**src/rtl/fft_mem_sequencer_pkg.sv**
```systemverilog
// Shared types and helpers for the FFT memory sequencer: FSM state
// encoding, counter-width helpers and the bit-reversal function.
package fft_mem_sequencer_pkg;

  typedef enum logic [2:0] {
    ST_IDLE  = 3'd0,
    ST_LOAD  = 3'd1,
    ST_READ  = 3'd2,
    ST_WAIT  = 3'd3,
    ST_WRITE = 3'd4,
    ST_DONE  = 3'd5
  } state_t;

  // Bits needed to hold a stage index 0..addr_width-1.
  function automatic int stage_width(input int addr_width);
    return (addr_width > 1) ? $clog2(addr_width) : 1;
  endfunction

  // Bits needed to hold a wait count 0..latency-1.
  function automatic int wait_width(input int latency);
    return (latency > 1) ? $clog2(latency) : 1;
  endfunction

  // Reverse the low 'width' bits of 'value'; upper result bits are zero.
  function automatic logic [31:0] bitrev(input logic [31:0] value, input int width);
    logic [31:0] r;
    r = 32'd0;
    for (int i = 0; i < 32; i++) begin
      if (i < width) begin
        r[i] = value[width - 1 - i];
      end else begin
        r[i] = 1'b0;
      end
    end
    return r;
  endfunction

endpackage

```
**src/rtl/fft_mem_sequencer_bfly_addr.sv**
```systemverilog
// Radix-2 DIT in-place addressing: maps (stage, butterfly index) to the
// two RAM addresses of the pair and the twiddle ROM index.
module fft_mem_sequencer_bfly_addr #(
  parameter int ADDR_WIDTH = 5,
  parameter int STAGE_W    = 3
) (
  input  logic [STAGE_W-1:0]    i_stage,
  input  logic [ADDR_WIDTH-2:0] i_bfly,
  output logic [ADDR_WIDTH-1:0] o_a_addr,
  output logic [ADDR_WIDTH-1:0] o_b_addr,
  output logic [ADDR_WIDTH-2:0] o_tw_idx
);

  // Double-width intermediates so the twiddle shift never loses bits.
  localparam int WW = 2 * ADDR_WIDTH;

  logic [WW-1:0] w_j;
  logic [WW-1:0] w_half;
  logic [WW-1:0] w_pos;
  logic [WW-1:0] w_grp;
  logic [WW-1:0] w_a;
  logic [WW-1:0] w_b;
  logic [WW-1:0] w_tw;

  // Split j into position-in-group and group, then interleave around bit s.
  always_comb begin
    w_j      = WW'(i_bfly);
    w_half   = WW'(1) << i_stage;
    w_pos    = w_j & (w_half - WW'(1));
    w_grp    = w_j >> i_stage;
    w_a      = ((w_grp << i_stage) << 1) | w_pos;
    w_b      = w_a + w_half;
    w_tw     = (w_pos << (ADDR_WIDTH - 1)) >> i_stage;
    o_a_addr = w_a[ADDR_WIDTH-1:0];
    o_b_addr = w_b[ADDR_WIDTH-1:0];
    o_tw_idx = w_tw[ADDR_WIDTH-2:0];
  end

endmodule

```
**src/rtl/fft_mem_sequencer.sv**
```systemverilog
// Control/address sequencer for the dual-port FFT sample RAM: bit-reversed
// load of N samples, then the in-place radix-2 DIT butterfly schedule.
module fft_mem_sequencer
  import fft_mem_sequencer_pkg::*;
#(
  parameter int ADDR_WIDTH   = 5,
  parameter int BFLY_LATENCY = 2
) (
  input  logic                  i_clk,
  input  logic                  i_rst,
  input  logic                  i_start,
  input  logic                  i_sample_valid,
  output logic                  o_sample_ready,
  output logic                  o_singlewrite,
  output logic                  o_row,
  output logic [ADDR_WIDTH-1:0] o_a_addr,
  output logic [ADDR_WIDTH-1:0] o_b_addr,
  output logic [ADDR_WIDTH-2:0] o_tw_idx,
  output logic                  o_bfly_en,
  output logic                  o_busy,
  output logic                  o_done
);

  localparam int STAGE_W = stage_width(ADDR_WIDTH);
  localparam int WAIT_W  = wait_width(BFLY_LATENCY);

  localparam logic [ADDR_WIDTH-1:0] LOAD_LAST  = {ADDR_WIDTH{1'b1}};
  localparam logic [ADDR_WIDTH-2:0] BFLY_LAST  = {(ADDR_WIDTH-1){1'b1}};
  localparam logic [STAGE_W-1:0]    STAGE_LAST = STAGE_W'(ADDR_WIDTH - 1);
  localparam logic [WAIT_W-1:0]     WAIT_LAST  = WAIT_W'(BFLY_LATENCY - 1);

  state_t                  r_state;
  state_t                  w_state_nxt;
  logic [ADDR_WIDTH-1:0]   r_load_cnt;
  logic [STAGE_W-1:0]      r_stage;
  logic [ADDR_WIDTH-2:0]   r_bfly;
  logic [WAIT_W-1:0]       r_wait;

  logic                    w_load_accept;
  logic                    w_load_last;
  logic                    w_wait_last;
  logic                    w_bfly_last;
  logic                    w_stage_last;
  logic [ADDR_WIDTH-1:0]   w_load_addr;
  logic [ADDR_WIDTH-1:0]   w_pair_a;
  logic [ADDR_WIDTH-1:0]   w_pair_b;
  logic [ADDR_WIDTH-2:0]   w_pair_tw;

  assign w_load_accept = (r_state == ST_LOAD) && i_sample_valid;
  assign w_load_last   = w_load_accept && (r_load_cnt == LOAD_LAST);
  assign w_wait_last   = (r_wait == WAIT_LAST);
  assign w_bfly_last   = (r_bfly == BFLY_LAST);
  assign w_stage_last  = (r_stage == STAGE_LAST);
  assign w_load_addr   = ADDR_WIDTH'(bitrev(32'(r_load_cnt), ADDR_WIDTH));

  fft_mem_sequencer_bfly_addr #(
    .ADDR_WIDTH (ADDR_WIDTH),
    .STAGE_W    (STAGE_W)
  ) u_bfly_addr (
    .i_stage  (r_stage),
    .i_bfly   (r_bfly),
    .o_a_addr (w_pair_a),
    .o_b_addr (w_pair_b),
    .o_tw_idx (w_pair_tw)
  );

  // State register.
  always_ff @(posedge i_clk) begin
    if (i_rst) begin
      r_state <= ST_IDLE;
    end else begin
      r_state <= w_state_nxt;
    end
  end

  // Next-state decode; start is only honoured from IDLE.
  always_comb begin
    w_state_nxt = r_state;
    case (r_state)
      ST_IDLE: begin
        if (i_start) begin
          w_state_nxt = ST_LOAD;
        end else begin
          w_state_nxt = ST_IDLE;
        end
      end
      ST_LOAD: begin
        if (w_load_last) begin
          w_state_nxt = ST_READ;
        end else begin
          w_state_nxt = ST_LOAD;
        end
      end
      ST_READ: begin
        w_state_nxt = ST_WAIT;
      end
      ST_WAIT: begin
        if (w_wait_last) begin
          w_state_nxt = ST_WRITE;
        end else begin
          w_state_nxt = ST_WAIT;
        end
      end
      ST_WRITE: begin
        if (w_bfly_last && w_stage_last) begin
          w_state_nxt = ST_DONE;
        end else begin
          w_state_nxt = ST_READ;
        end
      end
      ST_DONE: begin
        w_state_nxt = ST_IDLE;
      end
      default: begin
        w_state_nxt = ST_IDLE;
      end
    endcase
  end

  // Load, stage, butterfly and wait counters.
  always_ff @(posedge i_clk) begin
    if (i_rst) begin
      r_load_cnt <= '0;
      r_stage    <= '0;
      r_bfly     <= '0;
      r_wait     <= '0;
    end else begin
      case (r_state)
        ST_IDLE: begin
          r_load_cnt <= '0;
          r_stage    <= '0;
          r_bfly     <= '0;
          r_wait     <= '0;
        end
        ST_LOAD: begin
          if (w_load_accept) begin
            r_load_cnt <= r_load_cnt + ADDR_WIDTH'(1);
          end
          r_stage <= '0;
          r_bfly  <= '0;
          r_wait  <= '0;
        end
        ST_READ: begin
          r_wait <= '0;
        end
        ST_WAIT: begin
          if (w_wait_last) begin
            r_wait <= '0;
          end else begin
            r_wait <= r_wait + WAIT_W'(1);
          end
        end
        ST_WRITE: begin
          r_bfly <= r_bfly + (ADDR_WIDTH-1)'(1);
          if (w_bfly_last) begin
            if (w_stage_last) begin
              r_stage <= '0;
            end else begin
              r_stage <= r_stage + STAGE_W'(1);
            end
          end
        end
        ST_DONE: begin
          r_load_cnt <= '0;
          r_stage    <= '0;
          r_bfly     <= '0;
          r_wait     <= '0;
        end
        default: begin
          r_load_cnt <= '0;
          r_stage    <= '0;
          r_bfly     <= '0;
          r_wait     <= '0;
        end
      endcase
    end
  end

  // Output decode from the registered state and counters.
  always_comb begin
    o_sample_ready = 1'b0;
    o_singlewrite  = 1'b0;
    o_row          = 1'b0;
    o_a_addr       = '0;
    o_b_addr       = '0;
    o_tw_idx       = '0;
    o_bfly_en      = 1'b0;
    o_busy         = 1'b0;
    o_done         = 1'b0;
    case (r_state)
      ST_IDLE: begin
        o_busy = 1'b0;
      end
      ST_LOAD: begin
        o_busy         = 1'b1;
        o_sample_ready = 1'b1;
        o_singlewrite  = i_sample_valid;
        o_a_addr       = w_load_addr;
      end
      ST_READ: begin
        o_busy   = 1'b1;
        o_a_addr = w_pair_a;
        o_b_addr = w_pair_b;
        o_tw_idx = w_pair_tw;
      end
      ST_WAIT: begin
        o_busy    = 1'b1;
        o_a_addr  = w_pair_a;
        o_b_addr  = w_pair_b;
        o_tw_idx  = w_pair_tw;
        o_bfly_en = (r_wait == WAIT_W'(0));
      end
      ST_WRITE: begin
        o_busy   = 1'b1;
        o_row    = 1'b1;
        o_a_addr = w_pair_a;
        o_b_addr = w_pair_b;
        o_tw_idx = w_pair_tw;
      end
      ST_DONE: begin
        o_busy = 1'b1;
        o_done = 1'b1;
      end
      default: begin
        o_busy = 1'b0;
      end
    endcase
  end

endmodule

```
**config.mk**
```make
export PLATFORM = sky130hd
export DESIGN_NAME = fft_mem_sequencer
export DESIGN_NICKNAME = d
export VERILOG_FILES = /design/src/rtl/fft_mem_sequencer_pkg.sv /design/src/rtl/fft_mem_sequencer_bfly_addr.sv /design/src/rtl/fft_mem_sequencer.sv
export SDC_FILE = /design/constraint.sdc
export NUM_CORES = 1
export LEC_CHECK = 0
export ABC_AREA = 0
export CORE_MARGIN = 5
export CORE_UTILIZATION = 52
export DETAILED_ROUTE_END_ITERATION = 8
export GPL_TIMING_DRIVEN = 0
export HOLD_SLACK_MARGIN = 0.15
export PLACE_DENSITY = 0.8
export SLEW_MARGIN = 15
export SYNTH_ARGS = -nofsm -noshare
export SYNTH_HDL_FRONTEND = slang
export SYNTH_SLANG_ARGS = --single-unit
```
**constraint.sdc**
```tcl
create_clock -name i_clk -period 4.4 [get_ports i_clk]
set_input_delay 0.66 -clock i_clk [delete_from_list [all_inputs] [get_ports i_clk]]
set_output_delay 0.66 -clock i_clk [all_outputs]
set_load 0.01 [all_outputs]
```
======== After elaboration in Yosys (flattened, before gate mapping) ========
Cells that the tools add are included.
cells by class
  muxes and demuxes ....................... 22
  shift-type cells ........................ 4
  reduce and logical (&&, ||, !) cells .... 9
  $add $sub $neg .......................... 6
  bitwise logic cells ..................... 5
  equality and inequality tests ........... 10
operators with widths
  kind                                                 count
  one-hot mux 5 bit (2 select lines)                   2
  one-hot mux 3 bit (5 select lines)                   1
  2-to-1 mux 3 bit                                     4
  2-to-1 mux 5 bit                                     2
  << shifter 10 x 3 -> 4 bit                           1
  >> shifter 10 x 3 -> 4 bit                           1
  >> shifter 4 x 3 -> 10 bit                           1
  equality test 3 bit, second input constant           3
  2-to-1 mux 1 bit                                     8
  one-hot mux 4 bit (2 select lines)                   1
  bitwise AND 4 x 6 -> 6 bit                           1
  equality test 3 x 2 -> 1 bit, second input constant  2
  one-hot mux 3 bit (2 select lines)                   1
  << shifter 1 x 3 -> 6 bit, first input constant      1
  subtractor 6 x 1 -> 6 bit, second input constant     1
  adder 5 x 1 -> 5 bit, second input constant          1
  adder 5 bit                                          1
  equality test 5 bit, second input constant           1
  bitwise OR 5 bit                                     1
  OR reduction 5 bit                                   1
  adder 4 x 1 -> 4 bit, second input constant          1
  equality test 4 bit, second input constant           1
  2-to-1 mux 4 bit                                     1
  inequality test 2 bit, second input constant         2
  other kinds (11)                                     16
storage, ports and cells
  register bits after elaboration ......... 16
  output and inout bits ................... 20
  word-level logic and storage cells ...... 61
  input port bits ......................... 4

======== Longest topological paths before layout ========
Gate-level depths: netlist of run 1.
  depth after elaboration ................. 6
  depth in mapped cells ................... 13
  gate-level depth less buffers ........... 12

======== Modules after synthesis ========
A second synthesis of run 1 with hierarchy kept.
unflattened totals
  cells, all modules ...................... 167
  area total of the unflattened synthesis .. 1295.0 µm²
modules (own cells, without submodules)
  module                       instances  area each (µm²)  cells an instance
  fft_mem_sequencer            1          943.4            114
  fft_mem_sequencer_bfly_addr  1          351.6            53

======== Least setup slack after synthesis of run 1 ========
No wires, ideal clock.
  kind .................................... reg2out
  from .................................... reg r_stage[1]
  to ...................................... out o_b_addr[4]
  stages on the path, launching flop included .. 14
  slack ................................... 1.005 ns
  arrival time ............................ 2.735 ns
  cell sequence ........................... dfxtp_1 clkbuf_1 inv_1 ha_1 nand2b_1 ha_1 inv_1 a32oi_1 o22ai_1 ha_1 nor2b_1 o21a_1 or3_1 a21oi_1
between the ends
  word-level cells in the longest chain between the ends .. 6
  elaborated cells between the ends (all ways) .. 8
  those cells by class .................... 2 x add/sub; 3 x shift; 1 x mux; 2 x bitwise
ends and longest elaborated chain
  element                     line                               RTL
  start, declared             fft_mem_sequencer.sv:35            logic [STAGE_W-1:0] r_stage;
  start signal, assigned      fft_mem_sequencer.sv:159           r_stage <= r_stage + STAGE_W'(1);
  << shifter 1 x 3 -> 6 bit   fft_mem_sequencer_bfly_addr.sv:28  w_half = WW'(1) << i_stage;
  subtractor 6 x 1 -> 6 bit   fft_mem_sequencer_bfly_addr.sv:29  w_pos = w_j & (w_half - WW'(1));
  bitwise AND 4 x 6 -> 6 bit  fft_mem_sequencer_bfly_addr.sv:29
  bitwise OR 5 bit            fft_mem_sequencer_bfly_addr.sv:31  w_a = ((w_grp << i_stage) << 1) | w_pos;
  adder 5 bit (*)             fft_mem_sequencer_bfly_addr.sv:32  w_b = w_a + w_half;
  2-to-1 mux 5 bit (*)        fft_mem_sequencer.sv:190           case (r_state)
  end, declared               fft_mem_sequencer.sv:17            output logic [ADDR_WIDTH-1:0] o_b_addr,
Every way passes the cells marked *; elsewhere a longest branch is shown, timed or not.

======== Worst setup path after layout of run 1 ========
Same ends and word-level chain as after synthesis.

==> results of run 1 <==
sequential cells by signal, indices dropped and copies added (netlist names):
signal,count
r_wait,1
r_load_cnt,5
r_state,3
r_bfly,4
r_stage,3
repair_timing:
item | 4_1_cts | 5_1_grt
setup endpoints to repair | 1 | 1
gates cloned | 0 | 0
pin swaps | 0 | 0
hold buffers | 0 | 0
resized for setup | 1 | 4
buffers inserted | 0 | 2
cell usage after synthesis, types with 2 or more instances:
library cell	number	area, um^2
nor2_1	20	75.1
a21oi_1	16	80.1
dfxtp_1	16	320
ha_1	12	150
nand2_1	11	41.3
o21ai_0	11	55.1
clkbuf_1	8	30.0
inv_1	8	30.0
nor3_1	8	40.0
nor2b_1	7	43.8
a31oi_1	5	31.3
or3_1	5	31.3
a22o_1	4	35.0
nand3_1	4	20.0
nand4_1	4	25.0
a211oi_1	3	22.5
a22oi_1	3	22.5
a32oi_1	3	26.3
and2_1	3	18.8
buf_4	3	22.5
mux2i_1	3	30.0
nand2b_1	3	18.8
and3_1	2	12.5
o21a_1	2	15.0
o22ai_1	2	12.5
cell usage in the layout (no fill, tap or decap), types with 4 or more instances in the layout:
cell	count
dfxtp_1	14
buf_4	5
a22o_1	4
nand2_1	11
or3_1	5
inv_1	7
clkdlybuf4s50_1	23
nand4_1	4
nor2_1	20
nand3_1	4
o21ai_0	11
a31oi_1	4
a21oi_1	16
nor2b_1	7
clkbuf_1	6
ha_1	12
nor3_1	8
kinds of logic (layout without fill, tap and decap cells):
family | after synthesis | count (layout)
and+or+nand+nor | 76 | 76
AOI/OAI and AO/OA | 52 | 52
buffers and inverters | 22 | 48
DFF | 16 | 16
adders and majority gates | 13 | 13
muxes | 3 | 3
other | 1 | 1
xor gates and xnor gates | 1 | 1
layout make-up:
type / instances / area, um^2 / share of cell area
buffer: 11 / 61.3 / 0.0363
clock buffer: 3 / 22.5 / 0.0133
inverter: 9 / 37.5 / 0.0222
multi-input combinational: 146 / 958 / 0.568
sequential: 16 / 325 / 0.193
tap: 30 / 37.5 / 0.0222
timing repair buffer: 25 / 245 / 0.145
per-stage QoR:
step	total power [mW]	cell area [um^2]
after floorplan	0.162	1380
after CTS	0.250	1660
final	0.245	1690
after global placement	0.173	1640
after detailed placement	0.173	1640
after global routing	0.260	1690
worst max path at each step:
stage / endpoint / cells after the start
finish: o_b_addr[4] / 13
global route: o_b_addr[4] / 13
CTS: o_b_addr[4] / 13
detailed placement: o_b_addr[4] / 14
global placement: o_b_addr[4] / 14
floorplan: o_b_addr[4] / 13
metal layers:
layer	vias to the layer above	routed length (um)	share of wire	GRT usage
met1	666	1670	0.47	0.293
met3	7	179	0.051	0.0377
met2	37	1620	0.46	0.338
met5	-	0	0	0
met4	0	62	0.018	0.0788
li1	721	-	-	-
power by group through the flow:
| stage | sequential, mW | combinational [mW] | clock, mW |
|---|---|---|---|
| floorplan | 0.150 | 0.0121 | 0 |
| finish | 0.147 | 0.0227 | 0.0758 |
| detailed placement | 0.151 | 0.0224 | 0 |
| CTS | 0.147 | 0.0225 | 0.0800 |
| global placement | 0.151 | 0.0222 | 0 |
| global route | 0.147 | 0.0249 | 0.0879 |
critical path, cell delays in order, from the launching register on:
cell	delay (ns)
dfxtp_4	0.42
clkinvlp_4	0.13
ha_1	0.23
nand2b_1	0.17
ha_1	0.21
inv_1	0.05
a32oi_1	0.21
o22ai_1	0.14
ha_1	0.33
nor2b_1	0.15
o21a_1	0.18
or3_1	0.34
a21oi_1	0.15
clkdlybuf4s50_1	0.55
==> results.json, run 1 <==
{
  "ys_warn_count": 0,
  "max-vdd-ir-drop_v": 0.000176,
  "place.gp.congestion": 0.938,
  "io_pins": 24,
  "fin_cells": 240,
  "layout-drive-gt1-share": 0.0952,
  "dp.cells": 237,
  "cts_root_buffer": "clkbuf_4",
  "worstReg2RegEnd": "r_load_cnt[3]$_SDFFE_PP0P_",
  "fillerInstances": 237,
  "hp-start": "r_load_cnt[3]$_SDFFE_PP0P_",
  "synth_compound_area_frac": 0.237,
  "whs_ns": 0.508,
  "synth-async-reset-ratio": 0,
  "fin_worst_skew_ns": 0.0117,
  "synth_enable_flop_cells": 0,
  "crit_path_end_kind": "output port",
  "crit_type": "flop to output port",
  "die_x_um": 61.4,
  "p_seq_frac": 0.598,
  "p_leak_nw": 0.639,
  "syn_nets": 201,
  "dp_slack_ns": 0.208,
  "routedWlPerCell_um": 14.7,
  "max_freq_mhz": 238,
  "cp.required_ns": 3.74,
  "synthFlopType": "dfxtp_1",
  "syn_inst": 184,
  "relSlewSlack": 0.578,
  "start_util": 0.550,
  "cts_buffers": 3,
  "hold_path_class": "flop to flop",
  "path_max_fanout": 11,
  "vias": 1431,
  "ys_seq_elements": 16,
  "grt_usage": 0.215,
  "worst-r2r-cell-count": 5,
  "areaGrowthSynthToFinish_pct": 22.7,
  "portBuffers": 23,
  "hold_end": "r_load_cnt[3]$_SDFFE_PP0P_",
  "slew_violations": 0,
  "worstSetupStartpointType": "flop",
  "synth_seq_area_share": 0.233,
  "synth_mux_area_frac": 0.0218,
  "synth_top_family_by_area": "simple AND/OR/NAND/NOR gates",
  "final_util": 0.675,
  "die_area_mm2": 0.00377,
  "hold_viol": 0,
  "fin_crit_ns": 4.20,
  "drt_pre_antenna_iters": 4,
  "r2r_start": "r_state[1]$_SDFF_PP0_",
  "finalCritPeriodShare": 0.955,
  "powerDensity_mw_per_mm2": 145,
  "setup_total_negative_slack_ns": 0,
  "clock-sinks": 16,
  "setup_slack_ns": 0.199,
  "synth_cell_types": 43,
  "antenna_found_initial": 0,
  "drt_iter0_markers": 36,
  "fin_nets": 229,
  "grt_pass1_wl_um": 6070,
  "insertion_delay_ns": 0.29,
  "p_comb_frac": 0.093,
  "synthXorXnorAreaFrac": 0.00637,
  "worstMarginPinSlew_ns": 0.631,
  "routed_via_density": 5.96,
  "cts_buffer_depth": 2,
  "reg2reg_slack_ns": 2.66,
  "drc": 0,
  "synth_fa_ha_area_frac": 0.124,
  "grt_max_degree": 12,
  "cts_tree": "built",
  "wirelength_um": 3540,
  "detail-route-antenna-nets": 0,
  "setup_viol": 0,
  "grt_pass1_vias": 1355,
  "synth_area_per_cell_um2": 7.47,
  "sw_frac_of_total": 0.232,
  "status": "completed",
  "gr-total-overflow": 0,
  "startpoint": "r_stage[1]$_SDFFE_PP0P_",
  "antenna_cells": 0,
  "fp.coreArea_mm2": 0.00250,
  "htreeDepth": 1,
  "min_path_cells": 2,
  "die_height_um": 61.4,
  "fp-row-count": 18,
  "synth_area_mm2": 0.00138,
  "maxCapViolCount": 0,
  "arrival_ns": 3.54,
  "dp_hpwl_um": 2740,
  "yosys.area_share.simple": 0.300,
  "switchingPower_uw": 56.8,
  "p_int_uw": 188,
  "clkPwrFrac": 0.309,
  "cts.clk_slew.worst_paths_ns": 0.09
}
Power figures use the tool's default switching activity.
==> inputs of run 2 (changes only) <==
- PLACE_DENSITY: 0.8 -> 0.81
==> run 2 against run 1 <==
Net effect:
- first-iteration DRC count is 120% higher
- wire length increased by 4.5%
- clock-buffer cell count is 1 higher
- critical path type unchanged
==> results.json, run 2 (synthesis gave the netlist of run 1 again) <==
{
  "max_freq_mhz": 258,
  "grt_usage": 0.213,
  "rsz0062_at_grt": "false",
  "fp.coreArea_mm2": 0.00250,
  "wirelength_um": 3690,
  "hold_path_class": "flop to flop",
  "p_int_uw": 207,
  "p_seq_frac": 0.551,
  "drc": 0,
  "htreeDepth": 1,
  "crit_path_end_kind": "output port",
  "hold_viol": 0,
  "fin_nets": 230,
  "largestRegisters": "r_load_cnt x5, r_bfly x4",
  "final_util": 0.687,
  "arrival_ns": 3.21,
  "setup_viol": 0,
  "cts_buffers": 3,
  "startpoint": "r_stage[1]$_SDFFE_PP0P_",
  "antenna_cells": 0,
  "cp_common_cell": "ha_1",
  "hp-start": "r_wait$_SDFFE_PP0N_",
  "p_comb_frac": 0.085,
  "fin_worst_skew_ns": 0.000461,
  "fillerInstances": 205,
  "worstMarginPinSlew_ns": 0.705,
  "cts_buffer_depth": 2,
  "relSlewSlack": 0.528,
  "final_common_cell": "clkdlybuf4s50_1",
  "maxCapViolCount": 0,
  "setup_total_negative_slack_ns": 0,
  "path_max_fanout": 10,
  "slew_violations": 0,
  "fin_crit_ns": 3.87,
  "clkPwrFrac": 0.364,
  "grt_pass1_wl_um": 6070,
  "areaGrowthSynthToFinish_pct": 24.9,
  "setup_slack_ns": 0.528,
  "detail-route-antenna-nets": 0,
  "vias": 1483,
  "largest_register_ff_count": 5,
  "cts_tree": "built",
  "critPathTopFamily": "adder cells",
  "cp.required_ns": 3.74,
  "grt_max_degree": 12,
  "powerDensity_mw_per_mm2": 155,
  "switchingPower_uw": 59.1,
  "dpl-instance-area_mm2": 0.00164,
  "io_pins": 24,
  "drt_pre_antenna_iters": 4,
  "r2r_start": "r_state[2]$_SDFF_PP0_",
  "cts.clk_slew.worst_paths_ns": 0.09,
  "cp_slowest_cell": "dfxtp_4",
  "routed_via_density": 6.13,
  "start_util": 0.550,
  "grt_pass1_vias": 1310,
  "crit_type": "flop to output port",
  "dp_hpwl_um": 2820,
  "dp_slack_ns": 0.0369,
  "routedWlPerCell_um": 15.3,
  "whs_ns": 0.507,
  "critPathBufInv": 3,
  "die_height_um": 61.4,
  "gr-total-overflow": 0,
  "finalCritPeriodShare": 0.880,
  "place.gp.congestion": 0.960,
  "path_cells": "clkinvlp_4 -> ha_1 -> nand2_2 -> ha_1 -> inv_1 -> a32oi_1 -> o22ai_1 -> ha_1 -> nor2b_1 -> o21a_1 -> or3_1 -> a21oi_1 -> dlymetal6s2s_1",
  "reg2reg_slack_ns": 2.65,
  "die_area_mm2": 0.00377,
  "max-vdd-ir-drop_v": 0.000245,
  "worstSetupStartpointType": "flop",
  "design_area_mm2": 0.00172,
  "p_leak_nw": 0.670,
  "insertion_delay_ns": 0.28,
  "portBuffers": 23,
  "cts_root_buffer": "clkbuf_4",
  "status": "completed",
  "largest_register": "r_load_cnt",
  "drt_iter0_markers": 78,
  "die_x_um": 61.4,
  "layout-drive-gt1-share": 0.113,
  "layout_common_cells": "22 x clkdlybuf4s50_1, 20 x nor2_1, 16 x a21oi_1",
  "antenna_found_initial": 0,
  "clock-sinks": 16,
  "sw_frac_of_total": 0.222,
  "fp-row-count": 18,
  "cpPeakStageDelay_ns": 0.42
}
[run 2: power by group through the flow]
| stage | sequential (mW) | combinational [mW] | clock, mW |
|---|---|---|---|
| finish | 0.147 | 0.0226 | 0.0967 |
| global route | 0.147 | 0.0249 | 0.109 |
| CTS | 0.147 | 0.0225 | 0.100 |
| detailed placement | 0.151 | 0.0225 | 0 |
| global placement | 0.151 | 0.0220 | 0 |
| floorplan | 0.150 | 0.0121 | 0 |
[run 2: layout make-up]
cell class | count | area, um^2 | share of cell area
multi-input cells | 146 | 965 | 0.562
inverters | 9 | 37.5 | 0.0218
flip-flops and latches | 16 | 325 | 0.189
clock buffers | 4 | 36.3 | 0.0211
repair buffers | 26 | 255 | 0.149
well taps | 30 | 37.5 | 0.0218
plain buffers | 11 | 61.3 | 0.0357
[run 2: tightest hold or removal path: stages (launching register included)]
cell and delay (ns):
dfxtp_1 0.35, nand2_1 0.07, a21oi_1 0.05
[run 2: what timing repair did]
item / CTS / global route
setup endpoints to repair: 1 / 1
buffers inserted: 0 / 3
resized for setup: 1 / 7
hold buffers: 0 / 0
[run 2: metrics by stage]
step | power (mW) | cells
2_1_floorplan | 0.162 | 184
3_3_place_gp | 0.173 | 237
3_5_place_dp | 0.173 | 237
4_1_cts | 0.270 | 240
5_1_grt | 0.281 | 242
6_report | 0.266 | 242
[run 2: worst paths after layout]
check,endpoint,depth (start not counted)
worst max-delay path,o_b_addr[4],13
worst min-delay path,r_state[2]$_SDFF_PP0_,2
worst max register to register,r_load_cnt[3]$_SDFFE_PP0P_,6
worst min register to register,r_state[2]$_SDFF_PP0_,2
[run 2: per-layer routing]
| metal | up-vias | part of all wire | global-route usage |
|---|---|---|---|
| met5 | - | 0 | 0 |
| met4 | 0 | 0.0065 | 0.0485 |
| met3 | 6 | 0.074 | 0.0419 |
| met2 | 73 | 0.48 | 0.355 |
| met1 | 680 | 0.44 | 0.285 |
| li1 | 724 | - | - |
==> variant (settings of run 2) <==
The 6 states of `state_t` get a one-hot encoding in 6 bits.
--- a/src/rtl/fft_mem_sequencer_pkg.sv
+++ b/src/rtl/fft_mem_sequencer_pkg.sv
@@ -3,11 +3,11 @@
 package fft_mem_sequencer_pkg;
 
-  typedef enum logic [2:0] {
-    ST_IDLE  = 3'd0,
-    ST_LOAD  = 3'd1,
-    ST_READ  = 3'd2,
-    ST_WAIT  = 3'd3,
-    ST_WRITE = 3'd4,
-    ST_DONE  = 3'd5
+  typedef enum logic [5:0] {
+    ST_IDLE  = 6'b000001,
+    ST_LOAD  = 6'b000010,
+    ST_READ  = 6'b000100,
+    ST_WAIT  = 6'b001000,
+    ST_WRITE = 6'b010000,
+    ST_DONE  = 6'b100000
   } state_t;
 
Function: same outputs for any inputs over 10 cycles, from zero or initial values and one cycle with i_rst high; not proved beyond that.
==> variant against run 2 <==
- largest power group unchanged
- die area rose by 10%
- cell area rose by 7.1%
- setup slack got worse by 0.24 ns
- final cell count rose by 6.6%
- total power rose by 6.4%
- synthesized area rose by 12%
- critical endpoint unchanged
- combinational power fell by 20%
- routed wire length rose by 8.6%
- synthesized cell count rose by 9.2%
- clock skew rose by 0.010 ns
- clock power fell by 7.5%
- sequential cell count rose by 3
- global-route usage fell by 2.6 points
==> variant: results <==
set metrics [dict create \
    p_leak_nw 0.684 \
    clk_pin_slew_worst_paths_ns 0.12 \
    clk_share 0.0150 \
    use_met1 0.244 \
    drt_iter0_drc 157 \
    gr-usage-met2 0.326 \
    pwr-share-comb 0.064 \
    vdd.ir_drop.worst_uv 174 \
    synth_cell_type_count 52 \
    vias 1619 \
    synth.area.top_cells "dfxtp_1, ha_1, a21oi_1" \
    timing.rr.end "r_state[2]" \
    outcome "finished clean" \
    grt_pass1_wl_um 6490 \
    routedWlPerCell_um 15.5 \
    synth_xor_area_frac 0.0113 \
    crit_slowest_cell "clkdlybuf4s50_1" \
    final.setup_skew_ns 0.0109 \
    seq-cell-share 0.207 \
    gp_congestion 0.939 \
    grtUsageTotal 0.187 \
    cts_resized 0 \
    pre_cts_ws_ns 0.381 \
    inverters 7 \
    synthMuxAreaShare 0.00728 \
    multi_input_area_share 0.585 \
    nNetsFinal 244 \
]
==> variant: changes by cell type after synthesis, moves of 3 or more <==
cell     before  now
nand2_1      11   20
nor2_1       20   16
a31oi_1       5    2
a32oi_1       3    0
dfxtp_1      16   19
mux2i_1       3    0
nand3_1       4    7
o31ai_1       0    3
or3_1         5    2
==> variant: stage by stage <==
step,power [mW],utilization,instances,hold WS (ns),cell area [µm²]
5_1_grt,0.294,0.656,258,0.543,1840
3_5_place_dp,0.198,0.644,254,0.498,1810
2_1_floorplan,0.191,-,201,0.467,1550
6_report,0.283,0.656,258,0.516,1840
4_1_cts,0.284,0.653,258,0.517,1830
3_3_place_gp,0.197,0.644,254,0.485,1810
==> variant: worst max-delay path, delay by kind of cell (launching register included) <==
| kind | cells | cell delay, ns |
|---|---|---|
| compound gates | 5 | 0.88 |
| buf+inv | 3 | 0.93 |
| flops | 1 | 0.45 |
| simple gates | 1 | 0.27 |
| fa+ha+maj | 2 | 0.63 |
